## config.mk

```make
export PLATFORM = sky130hd
export DESIGN_NAME = clkdiv_prog
export DESIGN_NICKNAME = d
export VERILOG_FILES = /design/src/rtl/clkdiv_pkg.sv /design/src/rtl/clkdiv_chan.sv /design/src/rtl/clkdiv_prog.sv
export SDC_FILE = /design/constraint.sdc
export NUM_CORES = 1
export LEC_CHECK = 0
export CORE_MARGIN = 5
export CORE_UTILIZATION = 53
export DETAILED_ROUTE_END_ITERATION = 12
export PLACE_DENSITY = 0.8
export SETUP_SLACK_MARGIN = 0.2
export SKIP_CTS_REPAIR_TIMING = 1
export SLEW_MARGIN = 20
export SYNTH_ARGS = -nofsm -noshare
export SYNTH_HDL_FRONTEND = slang
export SYNTH_SLANG_ARGS = --single-unit
```

## constraint.sdc

```tcl
create_clock -name clk -period 2.1 [get_ports clk]
set_clock_uncertainty 0.1 [all_clocks]
set_input_delay 0.42 -clock clk [delete_from_list [all_inputs] [get_ports clk]]
set_output_delay 0.42 -clock clk [all_outputs]
set_load 0.05 [all_outputs]
```

## src/rtl/clkdiv_pkg.sv

```systemverilog
// Shared constants for the programmable multi-channel clock divider.
// Optional feature macro: CLKDIV_PROG_SYNC_EN (adds the sync input).
package clkdiv_pkg;

  localparam int unsigned CLKDIV_MAX_CH       = 16;
  localparam int unsigned CLKDIV_CH_W         = 4;
  localparam int unsigned CLKDIV_WIDTH_DEF    = 16;
  localparam int unsigned CLKDIV_DIV_INIT_DEF = 1;

endpackage : clkdiv_pkg

```

## src/rtl/clkdiv_chan.sv

```systemverilog
// One divider channel: shadow/active divisor, period counter, tick and square wave.
// Optional feature macro: CLKDIV_PROG_SYNC_EN (adds the sync input).
module clkdiv_chan
  import clkdiv_pkg::*;
#(
  parameter int unsigned WIDTH    = CLKDIV_WIDTH_DEF,
  parameter int unsigned DIV_INIT = CLKDIV_DIV_INIT_DEF
) (
  input  logic             clk,
  input  logic             rst,
`ifdef CLKDIV_PROG_SYNC_EN
  input  logic             sync,
`endif
  input  logic             en,
  input  logic             wr,
  input  logic [WIDTH-1:0] wr_data,
  output logic             tick,
  output logic             div_out
);

  logic [WIDTH-1:0] cnt_q,  cnt_d;
  logic [WIDTH-1:0] sdiv_q, sdiv_d;
  logic [WIDTH-1:0] adiv_q, adiv_d;
  logic             tick_q, tick_d;
  logic             div_q,  div_d;

  // Next-state: shadow write, period counting, and terminal-cycle reload with write bypass.
  always_comb begin
    sdiv_d = sdiv_q;
    cnt_d  = cnt_q;
    adiv_d = adiv_q;
    tick_d = 1'b0;
    div_d  = div_q;

    if (wr) begin
      sdiv_d = wr_data;
    end

    if (!en) begin
      cnt_d  = '0;
      div_d  = 1'b0;
      adiv_d = sdiv_d;
    end else if (cnt_q == adiv_q) begin
      cnt_d  = '0;
      adiv_d = sdiv_d;
      tick_d = 1'b1;
      div_d  = ~div_q;
    end else begin
      cnt_d  = cnt_q + WIDTH'(1);
    end

`ifdef CLKDIV_PROG_SYNC_EN
    // Phase alignment wins over normal counting.
    if (sync) begin
      cnt_d  = '0;
      tick_d = 1'b0;
      div_d  = 1'b0;
      adiv_d = sdiv_d;
    end
`endif
  end

  // State registers with synchronous reset.
  always_ff @(posedge clk) begin
    if (rst) begin
      cnt_q  <= '0;
      sdiv_q <= WIDTH'(DIV_INIT);
      adiv_q <= WIDTH'(DIV_INIT);
      tick_q <= 1'b0;
      div_q  <= 1'b0;
    end else begin
      cnt_q  <= cnt_d;
      sdiv_q <= sdiv_d;
      adiv_q <= adiv_d;
      tick_q <= tick_d;
      div_q  <= div_d;
    end
  end

  assign tick    = tick_q;
  assign div_out = div_q;

endmodule : clkdiv_chan

```

## src/rtl/clkdiv_prog.sv

```systemverilog
// Programmable multi-channel clock divider: free-running counter, divisor write decode, channels.
// Optional feature macro: CLKDIV_PROG_SYNC_EN (adds the sync input aligning all channel phases).
module clkdiv_prog
  import clkdiv_pkg::*;
#(
  parameter int unsigned WIDTH    = CLKDIV_WIDTH_DEF,
  parameter int unsigned CH       = 4,
  parameter int unsigned DIV_INIT = CLKDIV_DIV_INIT_DEF
) (
  input  logic                   clk,
  input  logic                   rst,
`ifdef CLKDIV_PROG_SYNC_EN
  input  logic                   sync,
`endif
  input  logic [CH-1:0]          en,
  input  logic                   wr_en,
  input  logic [CLKDIV_CH_W-1:0] wr_ch,
  input  logic [WIDTH-1:0]       wr_data,
  output logic                   wr_err,
  output logic [WIDTH-1:0]       free_cnt,
  output logic [CH-1:0]          tick,
  output logic [CH-1:0]          div_out
);

  localparam int unsigned CHW = CLKDIV_CH_W;
  // One extra bit so CH = 16 compares correctly against a 4-bit channel index.
  localparam logic [CHW:0] CH_LIM = (CHW+1)'(CH);

  logic [WIDTH-1:0] free_cnt_q, free_cnt_d;
  logic             wr_err_q,   wr_err_d;
  logic [CH-1:0]    wr_sel_c;

  // Free-running counter, out-of-range write flag and per-channel write select.
  always_comb begin
    free_cnt_d = free_cnt_q + WIDTH'(1);
    wr_err_d   = wr_en && ({1'b0, wr_ch} >= CH_LIM);
    wr_sel_c   = '0;
    for (int i = 0; i < int'(CH); i++) begin
      wr_sel_c[i] = wr_en && (wr_ch == CHW'(i));
    end
  end

  // Top-level registers with synchronous reset.
  always_ff @(posedge clk) begin
    if (rst) begin
      free_cnt_q <= '0;
      wr_err_q   <= 1'b0;
    end else begin
      free_cnt_q <= free_cnt_d;
      wr_err_q   <= wr_err_d;
    end
  end

  assign free_cnt = free_cnt_q;
  assign wr_err   = wr_err_q;

  for (genvar g = 0; g < int'(CH); g++) begin : g_chan
    clkdiv_chan #(
      .WIDTH    (WIDTH),
      .DIV_INIT (DIV_INIT)
    ) u_chan (
      .clk     (clk),
      .rst     (rst),
`ifdef CLKDIV_PROG_SYNC_EN
      .sync    (sync),
`endif
      .en      (en[g]),
      .wr      (wr_sel_c[g]),
      .wr_data (wr_data),
      .tick    (tick[g]),
      .div_out (div_out[g])
    );
  end

endmodule : clkdiv_prog
```

==> impl_metrics.yaml <==
logic_synthesis:
  synth_area_sq_um: 8580
  yosys-top-cells-area: "dfxtp_1, xnor2_1, nand2_1, o22a_1, nor2_1"
  seq_area_frac_synth_pct: 50.6
  synth_most_common_cell: "dfxtp_1"
  synth.top_cell.area_share_pct: 50.6
  yosys.area.top_type: "dfxtp_1"
  ys_ff_latch: 217
  yosysUniqueCellTypes: 40
  synth_edf_count: 0
  yosys_warnings: 0
  async_reset_ff_share_pct: 0
  synth_ff_type: "dfxtp_1"
  synth_commonest_cells: "dfxtp_1, nand2_1, nor2_1"
  avgSynthCellArea_sq_um: 9.41
  syn_nets: 944
  syn_inst: 912
layout:
  fillCellCount: 1202
  fin_nets: 1036
  drive_gt1_share_pct: 21.1
  n_antenna_cell: 0
  area_delta_synth_final_pct: 26.3
  utilization_pct: 68.2
setup_path:
  r2r_start: "g_chan[0].u_chan.cnt_q[10]$_SDFF_PP0_"
  r2r_cells: 7
  worstPathRequired_ns: 2.38
  setup.worst_path.end_class: "flop"
  critPathMaxFanout: 8
  rrSetupSlack_ns: 0.15
  cp-start-kind: "flop"
  crit_arrival_ns: 2.23
  r2r_end: "g_chan[0].u_chan.cnt_q[10]$_SDFF_PP0_"
  crit_type: "flop to flop"
global_routing:
  grt_max_degree: 34
  grt_pass1_wl_mm: 31.6
  grt_usage_pct: 20.6
  antenna_found_initial: 0
  gr-total-overflow: 0
  grt_pass1_vias: 6543
min_path:
  whs_path_depth: 2
  hold_path_startpoint: "rst"
  min_to: "g_chan[0].u_chan.sdiv_q[8]$_SDFF_PP0_"
  hold_path_class: "input port to flop"
timing:
  finalCritPeriodShare_pct: 92.8
  slew_violations: 0
  rsz0062_at_grt: "true"
  finalSetupTns_ns: 0
  tightest_slew_ns: 0.601
  finalSetupViolCount: 0
  slew_headroom_pct: 59.7
  clock.fmax_mhz: 513
  hold_viol_final: 0
  layout_min_cycle_time_ns: 1.95
floorplan:
  die_area_sq_um: 18800
  fp.dieW_microns: 137
  boundaryPins: 52
  rows: 46
  core_area_sq_um: 15900
  dieHeight_microns: 137
  start_util_pct: 54.0
route:
  initialDrtViolationCount: 416
  drc: 0
  via_per_inst: 5.47
  vias: 6757
  drt_pass1_iterations: 5
  ant_nets: 0
  wl_mm: 20.5
  wire_per_inst_microns: 16.6
clock_network:
  htree_levels: 1
  clkTransAtPathRegs_ns: 0.07
  cts.sinks: 217
  clockBufferDepth: 3
  cts_tree: "done"
  numCtsBuffers: 22
  cts-root-buf: "clkbuf_16"
  clk_latency_ns: 0.50
flow_run:
  max_cap_violations: 0
power:
  ir_drop_mv: 0.591
  p_per_area_nw_per_um2: 862
  p_leak_nw: 4.27
run_status:
  outcome: "complete, no violations"
placed_design:
  gp_congestion: 0.841
  dpl.hpwl_mm: 13.0
  io_buffers: 51
-- report_power, final --
part / internal (W) / leakage [nW] / switching (W) / total (W)
clock network: 0.00269 / 0.399 / 0.00163 / 0.00432
registers: 0.00423 / 1.78 / 0.0000920 / 0.00432
logic: 0.000315 / 2.10 / 0.000376 / 0.000691
total: 0.00723 / 4.27 / 0.00210 / 0.00933
-- flip-flops by register name, indices dropped and copies added, names as in the netlist --
name                   count
free_cnt                  16
g_chan.u_chan.adiv_q      64
g_chan.u_chan.cnt_q       64
g_chan.u_chan.div_out      4
g_chan.u_chan.sdiv_q      64
g_chan.u_chan.tick         4
wr_err                     1
-- cell families (layout without fill, tap and decap cells) --
kind of cell	Yosys count	after routing	synth area share, %
adders and majority gates	5	5	0.729
AOI/OAI and AO/OA	134	134	11.7
and+or+nand+nor	367	369	19.5
DFF	217	217	50.6
buffers and inverters	54	160	3.59
xor gates and xnor gates	135	135	13.8
-- worst max-delay path, stage by stage, from the launching register on --
cell and delay (ns):
dfxtp_4 0.35, xnor2_2 0.17, nand4_1 0.21, o41ai_4 0.47
buf_4 0.19, or2_4 0.15, buf_8 0.14, nor2_1 0.06
-- layout make-up --
type / instances / area (sq um) / share of cell area, %
Timing Repair Buffer: 118 / 1130 / 10.4
Tap cell: 216 / 270 / 2.50
Multi-Input combinational cell: 643 / 4220 / 39.0
Inverter: 2 / 7.51 / 0.0693
Clock buffer: 27 / 611 / 5.64
Clock inverter: 13 / 200 / 1.85
Sequential cell: 217 / 4400 / 40.6
-- cells in the final DEF (no fill, tap or decap), drive strengths merged, types with 4 or more instances in the layout --
cell type / instances
dfxtp: 217
nand2: 153
nor2: 104
xnor2: 93
buf: 71
a21oi: 63
o22a: 60
xor2: 42
clkbuf: 35
nand4: 29
nand3: 28
clkdlybuf4s50: 22
dlymetal6s2s: 17
and3: 10
nor3: 10
clkinv: 7
and2: 5
ha: 5
bufinv: 5
or2: 5
o41ai: 4
a32o: 4
nand2b: 4
or4: 4
or3: 4
nand3b: 4
-- stage by stage --
step           hold WS, ns  setup WS (ns)  cell area (sq um)  instances  power, W
2_1_floorplan        0.336        0.00281               8720        912   0.00480
3_5_place_dp         0.354         -0.491               9560       1180   0.00501
5_1_grt              0.151         0.0675              10800       1236   0.00964
4_1_cts              0.110         -0.181              10400       1220   0.00927
3_3_place_gp         0.347         -0.456               9560       1180   0.00499
6_report             0.152          0.151              10800       1236   0.00933
-- worst max-delay path by stage --
stage | start | endpoint | slack (ns)
after CTS | free_cnt[8]$_SDFF_PP0_ | free_cnt[8] | -0.18
after floorplan | wr_ch[3] | g_chan[1].u_chan.adiv_q[0]$_SDFFE_PP1P_ | 0.003
after global routing | g_chan[0].u_chan.cnt_q[3]$_SDFF_PP0_ | g_chan[0].u_chan.cnt_q[15]$_SDFF_PP0_ | 0.07
after global placement | wr_en | g_chan[1].u_chan.adiv_q[0]$_SDFFE_PP1P_ | -0.46
final | g_chan[0].u_chan.cnt_q[10]$_SDFF_PP0_ | g_chan[0].u_chan.cnt_q[10]$_SDFF_PP0_ | 0.15
after detailed placement | wr_en | g_chan[0].u_chan.adiv_q[0]$_SDFFE_PP1P_ | -0.49
-- per-layer routing --
layer  vias up  track usage [%]  part of all wire [%]  wire length [microns]
met4         0             5.60                   3.1                    629
met3        62             3.76                   6.3                   1300
li1       3259                -                     -                      -
met2       197             33.5                    47                   9750
met1      3239             28.2                    43                   8860
met5         -                0                     0                      0
Note: power is estimated with default switching activity, not from simulation.
